**src/rtl/sleep_sequencer.sv**
```systemverilog
// Core sleep sequencer: drains the pipeline, gates the core clock, and wakes on request or timeout.
// Latency: every output is registered and reflects the state entered on the previous rising clk edge.
// Backpressure: mem_busy holds DRAIN indefinitely; WAKE runs to completion and cannot be aborted.
module sleep_sequencer #(
    parameter int unsigned DRAIN_CYCLES = 4,
    parameter int unsigned WAKE_CYCLES  = 2
) (
    input  logic        clk,
    input  logic        rst,
    input  logic        sleep_request,
    input  logic        wakeup_request,
    input  logic        mem_busy,
    input  logic        timer_en,
    input  logic [15:0] timer_value,
    output logic        clock_enable,
    output logic        fetch_hold,
    output logic        sleep_state,
    output logic        wake_done,
    output logic [1:0]  state_out,
    output logic [15:0] sleep_cycles
);

    typedef enum logic [1:0] {
        ST_ACTIVE = 2'b00,
        ST_DRAIN  = 2'b01,
        ST_SLEEP  = 2'b10,
        ST_WAKE   = 2'b11
    } state_e;

    // Counters are loaded with N-1 so that a counter reaching 0 marks the last dwell cycle.
    localparam logic [7:0] DRAIN_LOAD = 8'(DRAIN_CYCLES - 1);
    localparam logic [7:0] WAKE_LOAD  = 8'(WAKE_CYCLES - 1);

    state_e      state_q, state_d;
    logic [7:0]  drain_cnt_q, drain_cnt_d;
    logic [7:0]  wake_cnt_q, wake_cnt_d;
    logic [15:0] timer_q, timer_d;
    logic        tmr_en_q, tmr_en_d;
    logic [15:0] sleep_cnt_q, sleep_cnt_d;
    logic        wake_done_q, wake_done_d;
    logic        clock_enable_q, clock_enable_d;
    logic        fetch_hold_q, fetch_hold_d;
    logic        sleep_state_q, sleep_state_d;

    // Next-state logic, counter updates and registered-output decode of the next state.
    always_comb begin
        state_d     = state_q;
        drain_cnt_d = drain_cnt_q;
        wake_cnt_d  = wake_cnt_q;
        timer_d     = timer_q;
        tmr_en_d    = tmr_en_q;
        wake_done_d = 1'b0;

        case (state_q)
            ST_ACTIVE: begin
                // Wake wins when both requests are present.
                if (sleep_request && !wakeup_request) begin
                    state_d     = ST_DRAIN;
                    drain_cnt_d = DRAIN_LOAD;
                end
            end
            ST_DRAIN: begin
                if (wakeup_request) begin
                    state_d = ST_ACTIVE;
                end else if (drain_cnt_q == 8'd0 && !mem_busy) begin
                    state_d  = ST_SLEEP;
                    timer_d  = timer_value;
                    tmr_en_d = timer_en;
                end else if (drain_cnt_q != 8'd0) begin
                    drain_cnt_d = drain_cnt_q - 8'd1;
                end
            end
            ST_SLEEP: begin
                if (wakeup_request || (tmr_en_q && timer_q == 16'd0)) begin
                    state_d    = ST_WAKE;
                    wake_cnt_d = WAKE_LOAD;
                end else if (timer_q != 16'd0) begin
                    timer_d = timer_q - 16'd1;
                end
            end
            ST_WAKE: begin
                if (wake_cnt_q == 8'd0) begin
                    state_d     = ST_ACTIVE;
                    wake_done_d = 1'b1;
                end else begin
                    wake_cnt_d = wake_cnt_q - 8'd1;
                end
            end
            default: state_d = ST_ACTIVE;
        endcase

        sleep_cnt_d = sleep_cnt_q;
        if (state_q == ST_SLEEP && sleep_cnt_q != 16'hFFFF) begin
            sleep_cnt_d = sleep_cnt_q + 16'd1;
        end

        clock_enable_d = (state_d != ST_SLEEP);
        fetch_hold_d   = (state_d != ST_ACTIVE);
        sleep_state_d  = (state_d == ST_SLEEP);
    end

    // State, counters and output registers; reset re-enables the clock immediately.
    always_ff @(posedge clk or posedge rst) begin
        if (rst) begin
            state_q        <= ST_ACTIVE;
            drain_cnt_q    <= 8'd0;
            wake_cnt_q     <= 8'd0;
            timer_q        <= 16'd0;
            tmr_en_q       <= 1'b0;
            sleep_cnt_q    <= 16'd0;
            wake_done_q    <= 1'b0;
            clock_enable_q <= 1'b1;
            fetch_hold_q   <= 1'b0;
            sleep_state_q  <= 1'b0;
        end else begin
            state_q        <= state_d;
            drain_cnt_q    <= drain_cnt_d;
            wake_cnt_q     <= wake_cnt_d;
            timer_q        <= timer_d;
            tmr_en_q       <= tmr_en_d;
            sleep_cnt_q    <= sleep_cnt_d;
            wake_done_q    <= wake_done_d;
            clock_enable_q <= clock_enable_d;
            fetch_hold_q   <= fetch_hold_d;
            sleep_state_q  <= sleep_state_d;
        end
    end

    assign clock_enable = clock_enable_q;
    assign fetch_hold   = fetch_hold_q;
    assign sleep_state  = sleep_state_q;
    assign wake_done    = wake_done_q;
    assign state_out    = state_q;
    assign sleep_cycles = sleep_cnt_q;

endmodule

```
**config.mk**
```make
export PLATFORM = sky130hd
export DESIGN_NAME = sleep_sequencer
export DESIGN_NICKNAME = d
export VERILOG_FILES = /design/src/rtl/sleep_sequencer.sv
export SDC_FILE = /design/constraint.sdc
export NUM_CORES = 1
export LEC_CHECK = 0
export ABC_CLOCK_PERIOD_IN_PS = 2100
export CAP_MARGIN = 15
export CORE_ASPECT_RATIO = 0.6
export CORE_UTILIZATION = 55
export DETAILED_ROUTE_END_ITERATION = 7
export GPL_TIMING_DRIVEN = 0
export PLACE_DENSITY_LB_ADDON = 0.1
export SLEW_MARGIN = 20
export SYNTH_ARGS = -nofsm -noshare
export SYNTH_HDL_FRONTEND = slang
export SYNTH_SLANG_ARGS = --single-unit
export TNS_END_PERCENT = 30
```
**constraint.sdc**
```tcl
create_clock -name clk -period 2.1 [get_ports clk]
set_input_delay 0.42 -clock clk [delete_from_list [all_inputs] [get_ports clk]]
set_output_delay 0.42 -clock clk [all_outputs]
set_load 0.05 [all_outputs]
```
# Word level (Yosys, flattened, before mapping)
# Index checks and enable logic that the tools add are counted.
# W data, S select, Z words.
dict set report word_totals {
  input_bits 22
  wordCells 72
  output_inout_bits 22
  regBits 55
}
dict set report op_classes {
  eq_ne 15
  reduce_logical 21
  n_bitwise 1
  n_mux 21
  add_sub_neg 4
}
# cell count
set ops {}
lappend ops {{$mux W16} 4}
lappend ops {{$mux W8} 6}
lappend ops {{$pmux W16 S2} 1}
lappend ops {{$pmux W8 S2} 2}
lappend ops {{$ne A2 B2 Y1 const B} 10}
lappend ops {{$add A16 B1 Y16 const B} 1}
lappend ops {{$logic_not A16 Y1} 1}
lappend ops {{$logic_not A8 Y1} 2}
lappend ops {{$ne A16 B16 Y1 const B} 1}
lappend ops {{$reduce_bool A16 Y1} 1}
lappend ops {{$sub A16 B1 Y16 const B} 1}
lappend ops {{$sub A8 B1 Y8 const B} 2}
lappend ops {{$mux W2} 5}
lappend ops {{$reduce_and A5 Y1} 2}
lappend ops {{$pmux W2 S4} 1}
lappend ops {{$reduce_bool A2 Y1} 4}
lappend ops {{$reduce_bool A8 Y1} 1}
lappend ops {{$eq A2 B2 Y1 const B} 3}
lappend ops {{$reduce_and A3 Y1} 2}
lappend ops {{$logic_and A1 B1 Y1} 4}
lappend ops {{$eq A2 B1 Y1 const B} 1}
lappend ops {{$logic_not A1 Y1} 2}
lappend ops {{$logic_not A2 Y1} 1}
lappend ops {{$mux W1} 2}
lappend ops {{other kinds (2)} 2}

# Longest topological paths before layout
dict set report depth {
  ltp_word 6
  depth_mapped 8
  depth_no_buf 6
}

# Worst setup path after synthesis
# OpenSTA, ideal clock, no wires.
dict set report synth_timing {
  path_type {register to register}
  start {register sleep_cnt_q[0], in the netlist sleep_cycles[0]}
  end {register sleep_cnt_q[1], in the netlist sleep_cycles[1]}
  t_arrival_ns 2.119
  setup_time_ns 0.125
  synth_period_minus_slack_ns 2.244
  required_ns 1.975
  stages_incl_launch_ff 6
  setup_slack_ns -0.144
  path_buffers 0
  path_cell_list {dfrtp_1 ha_1 nand3_1 nor4_1 nor2_1 mux2_2}
}
dict set report synth_between {
  elab_chain_cells 2
  word_cells_on_any_way 3
  cone_classes {1 x add/sub; 1 x eq/ne; 1 x reduce/logical}
}
# element line_no
set synth_rtl {}
lappend synth_rtl {{start, declared} 39} ;# logic [15:0] sleep_cnt_q, sleep_cnt_d;
lappend synth_rtl {{start signal, assigned} 121} ;# sleep_cnt_q <= sleep_cnt_d;
lappend synth_rtl {{parallel branches: the longest is 2 deep, another holds $add A16 B1 Y16} n/a}
# Parallel ways; which one is timed is not known.
# A chain may end at the register's enable or synchronous reset.

# Worst setup path in the final report
dict set report layout_timing {
  start {register clock_enable_q, in the netlist clock_enable}
  end {output clock_enable}
}
# element line_no
set layout_rtl {}
lappend layout_rtl {{start, declared} 41} ;# logic clock_enable_q, clock_enable_d;
lappend layout_rtl {{start signal, assigned} 123} ;# clock_enable_q <= clock_enable_d;
lappend layout_rtl {{end, declared} 15} ;# output logic clock_enable,
# No word-level cell between the ends.

==> results.yml <==
run_status:
  status: "complete, no violations"
timing:
  tns_ns: 0
  finalCriticalPeriod_ns: 2.04
  period_share_pct: 97.2
  max_freq_mhz: 490
  timing.hold.ws_ns: 0.478
  slew_viol_final: 0
  slew_headroom_pct: 52.5
  grt_setup_unrepaired: "yes"
  worstMarginPinSlew_ns: 0.712
  finClkSkew_ns: 0.00469
  setup_viol: 0
  hold_viol_final: 0
logic_synthesis:
  synthArstFlopShare_pct: 100
  synthTopCellsByArea: "dfrtp_1, nor2_1, nand2_1"
  ys_seq_area_share_pct: 41.6
  synth-seq-cells: 55
  synth.top_cell.area_share_pct: 40.8
  syn_inst: 351
  synth_enable_flop_cells: 0
  yosysTopAreaCell: "dfrtp_1"
  avgSynthCellArea_um2: 9.42
  synth_flop_cell: "dfrtp_1"
  synth_area_um2: 3310
  synth_nets: 380
  yosys_warnings: 0
  synth.distinct_cells: 68
worst_setup_path:
  cp_max_fo: 1
  r2r_end: "timer_q[11]"
  worstPathArrival_ns: 1.62
  r2r_start: "state_out[0]"
  critPathBufInv: 1
  cpMaxStageDelayCell: "clkdlybuf4s50_1"
  worstPathCellList: "clkdlybuf4s50_1"
  cp_top_family: "buffers and inverters"
  critical_path_class: "flop to primary output"
  startpoint: "clock_enable"
  end_kind: "primary output"
  worst_setup_path_start_kind: "flop"
  reg2reg_depth: 6
  critPathRequiredTime_ns: 1.68
  critical_path.endpoint: "clock_enable"
  worstSetupPathDepth: 1
  slowest_delay_ns: 0.79
  r2r_setup_slack_ns: 0.06
place:
  gp_congestion: 0.913
  dp_hpwl_um: 6190
  portBuffers: 42
detailed_routing:
  via_count: 3043
  drc: 0
  drtAntennaViolNets: 0
  drt_wl_total_um: 8770
  met1_length_um: 4340
  drt_iter0_drc: 219
  firstDrtPassIters: 4
  viasPerCell: 6.37
  avgRoutedWirePerCell_um: 18.3
  top_layer_used: "met4"
  met3_length_um: 731
  wl_met2_um: 3610
pwr:
  leakage_nw: 1.66
  total_power_mw: 1.79
  ir_drop_uv: 245
  power_density_nw_per_um2: 440
global_routing:
  grt_pass1_wl_um: 13500
  grt_pass1_vias: 2673
  grt_max_degree: 56
  grtUsageTotal_pct: 28.6
  grt_overflow: 0
  antenna_found_initial: 0
clock_network:
  htreeDepth: 2
  clk_pin_slew_ns: 0.09
  numCtsBuffers: 5
  cts_tree: "done"
  clock-root-buffer: "clkbuf_8"
  ctsLongestPathBuffers: 2
  clock_latency_ns: 0.31
  hold_buffers: 0
  cts.sinks: 55
layout:
  num_antenna_cells: 0
  final_nets: 427
  fillCellCount: 422
  synthToLayoutAreaGrowth_pct: 23.0
  layout_commonest_cell: "dfrtp_1"
  final_cell_mix: "dfrtp_1, clkdlybuf4s50_1, nor2_1, nand2_1, inv_1"
  drive_above_1_share_pct: 14.8
floorplanning:
  design.die.area_um2: 6340
  pin_count: 44
  fp-row-count: 21
  start_util_pct: 58.3
  die_h_um: 62.1
  die_x_um: 102
  core-area_um2: 5680
flow_run:
  max_cap_viol_count: 0
hold_path:
  hold_class: "flop to flop"
## logic make-up (layout without fill, tap and decap cells)
family | count (synthesis) | in the layout | share of synthesized area (%)
mux | 6 | 6 | 1.93
buf+inv | 35 | 82 | 4.46
simple gates | 151 | 151 | 26.2
flops | 55 | 55 | 41.6
compound gates | 82 | 82 | 19.1
xor+xnor | 15 | 15 | 3.97
fa+ha+maj | 7 | 7 | 2.65
## sequential cells by signal (all words and copies together) (netlist names)
signal / flops
drain_cnt_q: 8
sleep_state: 1
clock_enable: 1
tmr_en_q: 1
wake_done: 1
state_out: 2
timer_q: 16
wake_cnt_q: 8
sleep_cycles: 16
fetch_hold: 1
## timing repair
action,CTS,global route
endpoints found under the setup margin,28,30
buffers inserted,1,0
pin swaps,1,2
resized for setup,17,21
cloned,0,0
## layout make-up
| cell class | count | area [um^2] | share of cell area [%] |
|---|---|---|---|
| clock inverter | 1 | 5.00 | 0.123 |
| timing repair buffer | 43 | 433 | 10.6 |
| multi-input combinational | 261 | 1920 | 47.1 |
| tap | 80 | 100 | 2.46 |
| clock buffer | 6 | 82.6 | 2.03 |
| sequential | 55 | 1380 | 33.9 |
| buffer | 17 | 95.1 | 2.34 |
| inverter | 15 | 58.8 | 1.45 |
## cells in the mapped netlist, types with 4 or more instances
cell,n
dfrtp_1,54
nor2_1,31
nand2_1,28
inv_1,15
clkbuf_1,14
a21oi_1,13
nand4_1,13
nor3_1,13
o211ai_1,11
a22oi_1,10
nand3_1,9
o221ai_1,8
xor2_1,8
ha_1,7
xnor2_1,7
and2_1,5
nor4_1,5
nor4b_1,5
o31ai_1,5
or3_1,5
a221oi_1,4
and3_1,4
nand2b_1,4
nor3b_1,4
## how the worst min path moves through the flow
stage / start / to / slack (ns) / cells past startpoint
after CTS: wake_cnt_q[0] / wake_cnt_q[0] / 0.48 / 1
after global routing: wake_cnt_q[0] / wake_cnt_q[0] / 0.51 / 1
final: wake_cnt_q[0] / wake_cnt_q[0] / 0.48 / 1
after global placement: wake_cnt_q[0] / wake_cnt_q[0] / 0.45 / 1
after floorplan: wake_cnt_q[0] / wake_cnt_q[0] / 0.43 / 1
after detailed placement: wake_cnt_q[0] / wake_cnt_q[0] / 0.46 / 1
## routing by layer
metal / global-route usage, % / vias up
met3: 6.26 / 11
met1: 45.2 / 1465
li1: - / 1423
met4: 6.53 / 0
met5: 0 / -
met2: 39.3 / 144
## where the power goes
group / switching [mW] / internal (mW)
clock: 0.343 / 0.260
combinational: 0.0565 / 0.0588
sequential: 0.00863 / 1.07
total: 0.408 / 1.38
## per-stage QoR
step                instances  area, um^2  util [%]  setup WS [ns]
finish                    478        4070      71.7         0.0590
global route              478        4070      71.7       -0.00393
CTS                       479        3980      70.2         0.0253
detailed placement        473        3840      67.6         -0.461
global placement          473        3830      67.6         -0.730
floorplan                 351        3310         -        -0.0210
(Power assumes the default switching activity.)
